$ cat src/rtl/bsg_alu_accum.sv
// ---------------------------------------------------------------------------
// bsg_alu_accum
//
// Command-side initiator for an external 4-op combinational ALU (bsg_alu).
// It accepts one packet of operand beats on a valid/ready interface and
// loads the first beat into the accumulator. Every later beat drives the ALU
// with (accumulator, operand, op), and the ALU result is folded back into the
// accumulator. After the last beat the final value is held on a valid/yumi
// output until the consumer takes it.
//
// Optional feature: define BSG_ALU_ACCUM_COUNT_EN to add count_o, a
// saturating count of the beats accepted in the current or held packet.
//
// Parameters:
//   width_p        operand / accumulator / ALU data width (>= 1)
//   count_width_p  beat counter width (only used with BSG_ALU_ACCUM_COUNT_EN)
//
// Ports:
//   clk_i          clock
//   reset_i        asynchronous active-high reset
//   v_i            operand beat valid
//   op_i           ALU op for this beat: 00 AND, 01 XOR, 10 NAND, 11 ADD
//   operand_i      operand data
//   last_i         beat is the last of its packet
//   ready_o        block accepts a beat this cycle
//   alu_control_o  ALU control, passes op_i straight through
//   alu_a_o        ALU a operand, the accumulator register
//   alu_b_o        ALU b operand, passes operand_i straight through
//   alu_res_i      ALU result, returned combinationally in the same cycle
//   v_o            final result valid
//   data_o         final result (the accumulator)
//   count_o        beats in the packet, saturating (optional)
//   yumi_i         consumer takes the result; only meaningful while v_o=1
// ---------------------------------------------------------------------------
module bsg_alu_accum #(
  parameter int width_p       = 8,
  parameter int count_width_p = 8
) (
  input  logic               clk_i,
  input  logic               reset_i,
  input  logic               v_i,
  input  logic [1:0]         op_i,
  input  logic [width_p-1:0] operand_i,
  input  logic               last_i,
  output logic               ready_o,
  output logic [1:0]         alu_control_o,
  output logic [width_p-1:0] alu_a_o,
  output logic [width_p-1:0] alu_b_o,
  input  logic [width_p-1:0] alu_res_i,
  output logic               v_o,
  output logic [width_p-1:0] data_o,
`ifdef BSG_ALU_ACCUM_COUNT_EN
  output logic [count_width_p-1:0] count_o,
`endif
  input  logic               yumi_i
);

  localparam logic [1:0] STATE_IDLE  = 2'd0;
  localparam logic [1:0] STATE_ACCUM = 2'd1;
  localparam logic [1:0] STATE_DONE  = 2'd2;

  logic [1:0]         state_r, state_n;
  logic [width_p-1:0] acc_r, acc_n;
  logic               accept;

  // The ALU sits outside this block; we only route operands to it. Its
  // outputs are meaningful only during an accepted ACCUM beat.
  assign alu_control_o = op_i;
  assign alu_a_o       = acc_r;
  assign alu_b_o       = operand_i;

  // Input is open in IDLE and ACCUM. DONE closes it so a pending result
  // cannot be overwritten before the consumer has taken it.
  assign ready_o = (state_r == STATE_IDLE) || (state_r == STATE_ACCUM);
  assign v_o     = (state_r == STATE_DONE);
  assign data_o  = acc_r;
  assign accept  = v_i & ready_o;

  // Next-state and accumulator update. The first beat of a packet loads the
  // operand directly (its op is meaningless). Later beats take the external
  // ALU result. yumi leaves DONE with no bypass, so a new packet can start
  // no earlier than the following cycle.
  always_comb begin
    state_n = state_r;
    acc_n   = acc_r;
    case (state_r)
      STATE_IDLE: begin
        if (accept) begin
          acc_n   = operand_i;
          state_n = last_i ? STATE_DONE : STATE_ACCUM;
        end
      end
      STATE_ACCUM: begin
        if (accept) begin
          acc_n   = alu_res_i;
          state_n = last_i ? STATE_DONE : STATE_ACCUM;
        end
      end
      STATE_DONE: begin
        if (yumi_i) begin
          state_n = STATE_IDLE;
        end
      end
      default: begin
        state_n = STATE_IDLE;
      end
    endcase
  end

  always_ff @(posedge clk_i or posedge reset_i) begin
    if (reset_i) begin
      state_r <= STATE_IDLE;
      acc_r   <= '0;
    end else begin
      state_r <= state_n;
      acc_r   <= acc_n;
    end
  end

`ifdef BSG_ALU_ACCUM_COUNT_EN
  localparam logic [count_width_p-1:0] count_max_lp = '1;

  logic [count_width_p-1:0] count_r;

  // The first beat restarts the count at 1. Later beats increment up to the
  // counter's ceiling and then stick there. The count clears when the result
  // is taken, so it always describes the current or held packet.
  always_ff @(posedge clk_i or posedge reset_i) begin
    if (reset_i) begin
      count_r <= '0;
    end else if (accept) begin
      if (state_r == STATE_IDLE) begin
        count_r <= count_width_p'(1);
      end else if (count_r != count_max_lp) begin
        count_r <= count_r + count_width_p'(1);
      end
    end else if (v_o && yumi_i) begin
      count_r <= '0;
    end
  end

  assign count_o = count_r;
`else
  // Without the counter, count_width_p has no effect on the logic. It is
  // still referenced here so that an illegal value appears as a named scope
  // in the elaborated hierarchy.
  if (count_width_p < 1) begin : g_count_width_invalid
  end
`endif

endmodule
$ cat config.mk
export PLATFORM = sky130hd
export DESIGN_NAME = bsg_alu_accum
export DESIGN_NICKNAME = d
export VERILOG_FILES = /design/src/rtl/bsg_alu_accum.sv
export SDC_FILE = /design/constraint.sdc
export NUM_CORES = 1
export LEC_CHECK = 0
export ABC_AREA = 1
export CORE_MARGIN = 2
export CORE_UTILIZATION = 27
export CTS_CLUSTER_DIAMETER = 30
export DETAILED_ROUTE_END_ITERATION = 12
export PLACE_DENSITY = 0.69
export SLEW_MARGIN = 15
export SYNTH_ARGS = -nofsm -noshare
export SYNTH_HDL_FRONTEND = slang
export SYNTH_SLANG_ARGS = --single-unit
$ cat constraint.sdc
create_clock -name clk_i -period 1.15 [get_ports clk_i]
set_input_delay 0.1725 -clock clk_i [delete_from_list [all_inputs] [get_ports clk_i]]
set_output_delay 0.1725 -clock clk_i [all_outputs]
set_load 0.02 [all_outputs]
* Word level (Yosys, flattened, before mapping)
Index checks and enable logic that the tools add are counted.
** Operators by class
- Reduce and logical (&&, ||, !) cells :: 6
- Bitwise logic cells :: 1
- Eq/ne operators :: 6
- Mux-type cells :: 7
** Operators with widths (number)
- 8-bit 2-to-1 mux :: 2
- 8-bit case mux with 2 select lines :: 1
- 2-bit 2-to-1 mux :: 3
- 2-bit by 1-bit inequality test with 1-bit output, second input constant :: 2
- 2-bit inequality test, second input constant :: 2
- 2-bit case mux with 2 select lines :: 1
- 3-bit AND reduction :: 1
- 2-bit by 1-bit equality test with 1-bit output, second input constant :: 1
- 2-bit equality test, second input constant :: 1
- 2-bit logical NOT :: 1
- 2-bit AND reduction :: 1
- 2-bit nonzero test :: 1
- 2-bit OR reduction :: 1
- 1-bit bitwise AND :: 1
- 1-bit logical OR :: 1
** Storage, ports and cells
- Output and inout port bits :: 28
- Logic and storage cells :: 22
- Bits in registers :: 10

* Depth between registers and ports, before layout
Gate-level depths: netlist of the first run.
- Depth after elaboration :: 5
- Depth in mapped cells :: 6

* Worst setup path after synthesis of the first run
Ideal clock, no wire load.
- Kind :: register -> register
- Start point :: register state_r[1]
- End point :: register state_r[1]
- Arrival :: 930 ps
- Library setup time :: 83 ps
- Cell stages (with the launch flop) :: 5
- Slack :: 137 ps
- Clock period less this slack :: 1013 ps
- Path through :: dfrtp_1 > inv_2 > nor2_1 > inv_1 > o21ai_0
** Between the ends
- Word-level cells in the longest chain between the ends :: 5
- Elaborated cells between the ends (all ways) :: 10
** RTL lines
- start, declared :: line 62 : logic [1:0] state_r, state_n;
- start signal, assigned :: line 115 : state_r <= state_n;
- 2-bit by 1-bit equality test with 1-bit output / 2-bit logical NOT (equally long branches) :: line 74 : assign ready_o = (state_r == STATE_IDLE) || (state_r == STATE_ACCUM);
- 1-bit logical OR (*) :: line 74
- net ready_o :: line 45 : output logic ready_o,
- 1-bit bitwise AND (*) :: line 77 : assign accept = v_i & ready_o;
- 2-bit by 1-bit inequality test with 1-bit output (no source line) (*)
- 2-bit AND reduction (no source line) (*)
The timed path passes the listed nets; every way through them passes the cells marked *.
A chain may end at the register's enable or synchronous reset.

* Worst setup path in the final report of the first run
- Start point :: input port operand_i[1]
- End point :: output port alu_b_o[1]
** RTL lines
- start, declared :: line 43 : input logic [width_p-1:0] operand_i,
- end, declared :: line 48 : output logic [width_p-1:0] alu_b_o,
No word-level cell between the ends.

==> qor.yml, run 1 <==
status: "finished, final reports clean"
timing.final.crit_share_pct: 98.3
power.static_leakage_nw: 0.544
vias_per_cell: 4.03
max_clock_freq_mhz: 885
internal_power_mw: 0.766
vdd_ir_drop_max_v: 0.000544
power.switching_mw: 0.513
final_net_count: 155
critPathCaptureType: "output port"
r2r-start: "state_r[0]"
clock_sinks: 10
diodes: 0
switching_share_pct: 40.1
cts.root.buffer_cell: "sky130_fd_sc_hd__clkbuf_4"
final-setup-viol-count: 0
post_route_cells_drive_above_1_share_pct: 29.2
post_placement_worst_setup_slack_ns: -0.294
synth-edff-count: 0
stdcell_count: 158
crit_path_max_delay_cell_type: "sky130_fd_sc_hd__clkdlybuf4s50_1"
grt_start_max_net_pins: 18
first_global_vias: 602
data_arrival_at_the_endpoint_of_the_critical_path_ns: 0.96
critical_path_buf_inv_count: 2
power_frac_clock_pct: 17.6
path_clk_slew_ns: 0.06
final_core_util_pct: 42.9
grt-ovfl-total: 0
worst_path_dominant_cell_family: "buffers and inverters"
design_power_total_mw: 1.28
post_synth.cell_area_avg_um2: 6.93
drc: 0
dp_hpwl_um: 1290
layout_min_cycle_time_ns: 1.13
design_area_um2: 976
p_per_area_mw_per_mm2: 1310
dr.first_iter.drc_count: 9
hold_ws_ns: 0.186
routed_wire_length_per_instance_um: 10.0
tritoncts: "yes"
synth.ff_latch_count: 10
io_pins: 51
initial_core_util_pct: 29.2
drtPass1Iterations: 4
share_of_flip_flops_with_an_asynchronous_set_or_reset_pct: 100
die-width_um: 53.7
max-clock-path-buffers: 2
routabilityCongestion: 0.735
count_of_mapped_cells_out_of_synthesis: 96
critPathMaxFanout: 2
worstSetupPathType: "input port to output port"
grt_usage_pct: 12.2
path_type_of_the_worst_min_delay_path: "input port to async pin"
r2r_end: "alu_a_o[4]"
route.antenna.remaining_nets: 0
rsz0062_at_grt: "yes"
timing.critical_path.slowest_cell_delay_ns: 0.48
max_slew_margin_pct: 76.8
setup_slack_ns: 0.0199
power.share.combinational_pct: 45.7
postCtsSetupRepairBufs: 0
netlist.area_leader.share_pct: 37.6
worst_skew_pair.late_latency_ns: 0.26
timing.final.max_slew_violations: 0
hold_violations: 0
syn_std_cell_area_um2: 666
timing_worst_slew_pin_value_ns: 0.348
ys.warnings.count: 0
first_pass_grt_wire_length_um: 2500
place_area_mm2: 0.00104
count_of_fill_cells_added_during_filler_insertion: 253
htree_levels: 1
number_of_clock_buffers_inserted_by_tritoncts: 3
timing.reg2reg.setup_slack_ns: 0.06
ys_seq_area_share_pct: 37.6
synth.top_cells.by_count: "sky130_fd_sc_hd__nand2_1 (33), sky130_fd_sc_hd__buf_4 (18), sky130_fd_sc_hd__nor2_1 (16), sky130_fd_sc_hd__inv_1 (11), sky130_fd_sc_hd__dfrtp_1 (10)"
synth_nets: 119
worst-endpoint-required_ns: 0.98
maximum_capacitance_violations: 0
finalClockSkew_ns: 0.000320
via_count: 636
netlist_top_cells_area: "sky130_fd_sc_hd__dfrtp_1 (38%), sky130_fd_sc_hd__buf_4 (20%), sky130_fd_sc_hd__nand2_1 (19%), sky130_fd_sc_hd__nor2_1 (9.0%), sky130_fd_sc_hd__inv_1 (6.2%)"
path_cells: "clkdlybuf4s50_1 -> clkdlybuf4s15_1"
post-place-cells: 155
area_growth_pct: 46.6
fp.dieH_um: 53.7
antenna_found_initial: 0
synth_top_flop_cell: "sky130_fd_sc_hd__dfrtp_1"
leading_cell_type_by_number_of_instances_after_synthesis: "sky130_fd_sc_hd__nand2_1"
yosysUniqueCellTypes: 12
final_setup_tns_ns: 0
floorplan.rows: 17
critPathLaunchType: "input port"
wirelength_um: 1580
port-buffer-count: 46
die_area_mm2: 0.00288
placeableCoreArea_mm2: 0.00228
rr_worst_depth: 6
synth_top_cell_by_area: "sky130_fd_sc_hd__dfrtp_1"
power.share.sequential_pct: 36.7
sequential cells by signal, summed over array words and instances, names as in the netlist:
signal / flops
alu_a_o: 8
state_r: 2
how the worst max path moves through the flow:
| stage | startpoint | endpoint | slack [ns] | depth (start not counted) |
|---|---|---|---|---|
| floorplan | state_r[1] | state_r[1] | 0.14 | 4 |
| global placement | operand_i[0] | alu_b_o[0] | -0.29 | 2 |
| detailed placement | operand_i[0] | alu_b_o[0] | -0.29 | 2 |
| CTS | state_r[0] | v_o | -0.008 | 2 |
| global route | state_r[0] | alu_a_o[1] | -0.02 | 6 |
| finish | operand_i[1] | alu_b_o[1] | 0.02 | 2 |
cells in the final DEF, fill, tap and decap left out, types with 2 or more instances in the layout:
cell type / n
sky130_fd_sc_hd__buf_4: 3
sky130_fd_sc_hd__buf_6: 2
sky130_fd_sc_hd__clkbuf_2: 21
sky130_fd_sc_hd__clkbuf_4: 3
sky130_fd_sc_hd__clkdlybuf4s15_1: 3
sky130_fd_sc_hd__clkdlybuf4s50_1: 20
sky130_fd_sc_hd__dfrtp_1: 10
sky130_fd_sc_hd__inv_1: 10
sky130_fd_sc_hd__nand2_1: 32
sky130_fd_sc_hd__nor2_1: 13
sky130_fd_sc_hd__nor2_2: 4
sky130_fd_sc_hd__o21ai_0: 2
cells by family (layout without fill, tap and decap cells):
| logic type | after synthesis | in the layout | share of synthesized area [%] |
|---|---|---|---|
| compound gates | 2 | 2 | 1.50 |
| flops | 10 | 10 | 37.6 |
| simple gates | 53 | 53 | 32.1 |
| buf+inv | 31 | 65 | 28.8 |
routing by layer:
metal  vias up  GRT usage, %  part of all wire (%)
met2        32          20.4                    48
li1        335             -                     -
met1       266          15.1                    41
met3         3          1.67                    10
met4         0          6.41                   1.0
met5         -             0                     0
area by class of cell:
class | instances | area (um2) | share of cell area (%)
Sequential cell | 10 | 250 | 25.6
Tap cell | 28 | 35.0 | 3.59
Inverter | 12 | 48.8 | 5.00
Clock buffer | 3 | 22.5 | 2.31
Timing Repair Buffer | 50 | 385 | 39.5
Multi-Input combinational cell | 55 | 234 | 24.0
timing repair:
action	4_1_cts	5_1_grt
pin swaps	0	1
hold buffers	0	0
gates resized for setup	52	33
setup endpoints to repair	26	27
power by group through the flow:
stage	Sequential, mW	Clock [mW]	Combinational [mW]
5_1_grt	0.478	0.264	0.636
4_1_cts	0.469	0.232	0.632
3_5_place_dp	0.476	0	0.704
3_3_place_gp	0.469	0	0.698
2_1_floorplan	0.539	0	0.360
6_report	0.470	0.225	0.584
No activity file was read; power rests on OpenSTA's default activity.
==> run 2, diff against run 1 <==
--- a/config.mk
+++ b/config.mk
@@ -10,6 +10,7 @@
 export CORE_UTILIZATION = 27
 export CTS_CLUSTER_DIAMETER = 30
 export DETAILED_ROUTE_END_ITERATION = 12
+export GPL_TIMING_DRIVEN = 0
 export PLACE_DENSITY = 0.69
 export SLEW_MARGIN = 15
 export SYNTH_ARGS = -nofsm -noshare
==> run 2 against run 1 <==
Net effect:
- via count up 11%
- clock-buffer cell count is the same
- clock skew grew 0.0010 ns
- combinational power increased by 26%
- register-to-register slack better by 0.07 ns
- clock power up 4%
- worst setup slack lost 0.012 ns
- highest routed layer unchanged
==> qor.yml, run 2 (synthesis gave the netlist of run 1 again) <==
routed_wire_length_per_instance_um: 9.58  # -4.2%
path_type_of_the_worst_min_delay_path: "input port to async pin"
worst-endpoint-required_ns: 0.98  # about the same
timing.final.max_slew_violations: 0  # unchanged
place_area_mm2: 0.00118  # +13%
critPathCaptureType: "output port"
port-buffer-count: 48  # +4.3%
first_global_vias: 640  # +6.3%
drc: 0  # unchanged
number_of_clock_buffers_inserted_by_tritoncts: 3  # unchanged
worst_skew_pair.late_latency_ns: 0.26  # about the same
timing.reg2reg.setup_slack_ns: 0.13  # +0.07 ns
via_count: 707  # +11%
initial_core_util_pct: 29.2  # unchanged
status: "finished, final reports clean"
critical_path.endpoint: "v_o"
r2r-start: "state_r[0]"
drt-met1-wl_um: 747  # +15%
io_pins: 51  # unchanged
die-width_um: 53.7  # unchanged
first_pass_grt_wire_length_um: 2820  # +13%
floorplan.rows: 17  # unchanged
final-setup-viol-count: 0  # unchanged
critPathLaunchType: "register"
maxUsedRoutingLayer: "met4"
rsz0062_at_grt: "yes"
hold_violations: 0  # unchanged
drtPass1Iterations: 4  # unchanged
vdd_ir_drop_max_v: 0.000506  # -7.0%
area_growth_pct: 70.5
grt_start_max_net_pins: 11  # -7
met3_length_um: 129  # -18%
grt-ovfl-total: 0  # unchanged
max_clock_freq_mhz: 875  # -1.1%
setup_slack_ns: 0.00761  # -0.0123 ns
vias_per_cell: 3.93  # -2.4%
route.met2.wl_um: 815  # +7.8%
crit_path_start: "state_r[1]"
layout_common_cells: "sky130_fd_sc_hd__nand2_1 (33), sky130_fd_sc_hd__buf_4 (24), sky130_fd_sc_hd__clkdlybuf4s50_1 (22)"
layout.cells.most_common: "sky130_fd_sc_hd__nand2_1"
maximum_capacitance_violations: 0  # unchanged
worstSetupPathType: "register to output port"
max-clock-path-buffers: 2  # unchanged
hold_buffers: 0  # unchanged
diodes: 0  # unchanged
max_slew_margin_pct: 76.4  # -0.33 points
r2r_end: "alu_a_o[2]"
design_area_mm2: 0.00113  # +16%
wirelength_um: 1720  # +9.1%
largest_reg_flops: 8  # unchanged
die_area_mm2: 0.00288  # unchanged
cts.root.buffer_cell: "sky130_fd_sc_hd__clkbuf_4"
grt_usage_pct: 13.7  # +1.5 points
antenna_found_initial: 0  # unchanged
data_arrival_at_the_endpoint_of_the_critical_path_ns: 0.97  # about the same
critPathMaxFanout: 6  # +4
final_core_util_pct: 49.9  # +7.0 points
final_setup_tns_ns: 0  # unchanged
timing_worst_slew_pin_value_ns: 0.353  # +0.00496 ns
fp.dieH_um: 53.7  # unchanged
post_placement_worst_setup_slack_ns: -0.381  # -0.0867 ns
rr_worst_depth: 4  # -2
routabilityCongestion: 0.714  # -2.9%
p_per_area_mw_per_mm2: 1270  # -3.0%
count_of_fill_cells_added_during_filler_insertion: 222  # -12%
path_clk_slew_ns: 0.06  # about the same
finalClockSkew_ns: 0.00134  # +0.00102 ns
hold_ws_ns: 0.179  # -0.00677 ns
final_net_count: 177  # +14%
dp_hpwl_um: 1390  # +8.1%
htree_levels: 1  # unchanged
layout_min_cycle_time_ns: 1.14  # +0.0123 ns
dr.first_iter.drc_count: 8  # -1
placeableCoreArea_mm2: 0.00228  # unchanged
power.static_leakage_nw: 0.653  # +20%
tritoncts: "yes"
clock_sinks: 10  # unchanged
timing.final.crit_share_pct: 99.3  # +1.1 points
route.antenna.remaining_nets: 0  # unchanged
post_route_cells_drive_above_1_share_pct: 36.8  # +7.6 points
## run 2: cell count changes in the layout (fill, tap and decap cells not counted)
| cell | previous run | this run |
|---|---|---|
| sky130_fd_sc_hd__inv_4 | 0 | 1 |
| sky130_fd_sc_hd__inv_2 | 1 | 0 |
| sky130_fd_sc_hd__clkdlybuf4s50_1 | 20 | 22 |
| sky130_fd_sc_hd__nand2_1 | 32 | 33 |
| sky130_fd_sc_hd__clkbuf_2 | 21 | 7 |
| sky130_fd_sc_hd__clkdlybuf4s15_1 | 3 | 1 |
| sky130_fd_sc_hd__nor2_2 | 4 | 1 |
| sky130_fd_sc_hd__buf_4 | 3 | 24 |
| sky130_fd_sc_hd__clkinvlp_4 | 1 | 0 |
| sky130_fd_sc_hd__nor2_4 | 0 | 1 |
| sky130_fd_sc_hd__inv_1 | 10 | 11 |
| sky130_fd_sc_hd__nor2_1 | 13 | 15 |
| sky130_fd_sc_hd__buf_2 | 1 | 16 |
| sky130_fd_sc_hd__nand2_2 | 1 | 0 |
## run 2: where the power goes
group | switching [mW] | leakage, nW | total (mW) | internal (mW)
logic | 0.383 | 0.516 | 0.738 | 0.356
clock network | 0.113 | 0.0138 | 0.233 | 0.121
registers | 0.0543 | 0.123 | 0.472 | 0.417
total | 0.550 | 0.653 | 1.44 | 0.894
## run 2: critical path: stages (launching register included)
cell and delay [ns]:
sky130_fd_sc_hd__dfrtp_1 0.38, sky130_fd_sc_hd__inv_4 0.07, sky130_fd_sc_hd__nor2_4 0.13, sky130_fd_sc_hd__buf_6 0.13
## run 2: layout make-up
type                    instances  area [um2]  area share, %
plain buffers                  19         146           12.9
multi-input cells              55         231           20.4
flip-flops and latches         10         250           22.1
clock buffers                   3        22.5           1.98
well taps                      28        35.0           3.09
inverters                      12        47.5           4.19
repair buffers                 53         402           35.4
## run 2: worst min-delay path by stage
stage,start,to,cells past startpoint
6_report,reset_i,alu_a_o[7],2
5_1_grt,reset_i,state_r[0],2
4_1_cts,reset_i,alu_a_o[4],2
3_5_place_dp,reset_i,alu_a_o[4],2
3_3_place_gp,reset_i,alu_a_o[4],2
2_1_floorplan,reset_i,alu_a_o[0],1
## run 2: what timing repair did
action | CTS | global route
pin swaps | 1 | 0
endpoints found under the setup margin | 26 | 11
setup buffers | 4 | 1
gates resized for setup | 91 | 10
## run 2: metal layers
layer | track usage (%) | up-vias
met5 | 0 | -
li1 | - | 376
met1 | 17.7 | 294
met2 | 21.0 | 34
met3 | 2.22 | 3
met4 | 8.97 | 0
## run 2: through the flow
stage	power [mW]	instances
floorplan	0.899	96
global placement	1.27	172
detailed placement	1.29	172
CTS	1.46	179
global route	1.54	180
finish	1.44	180
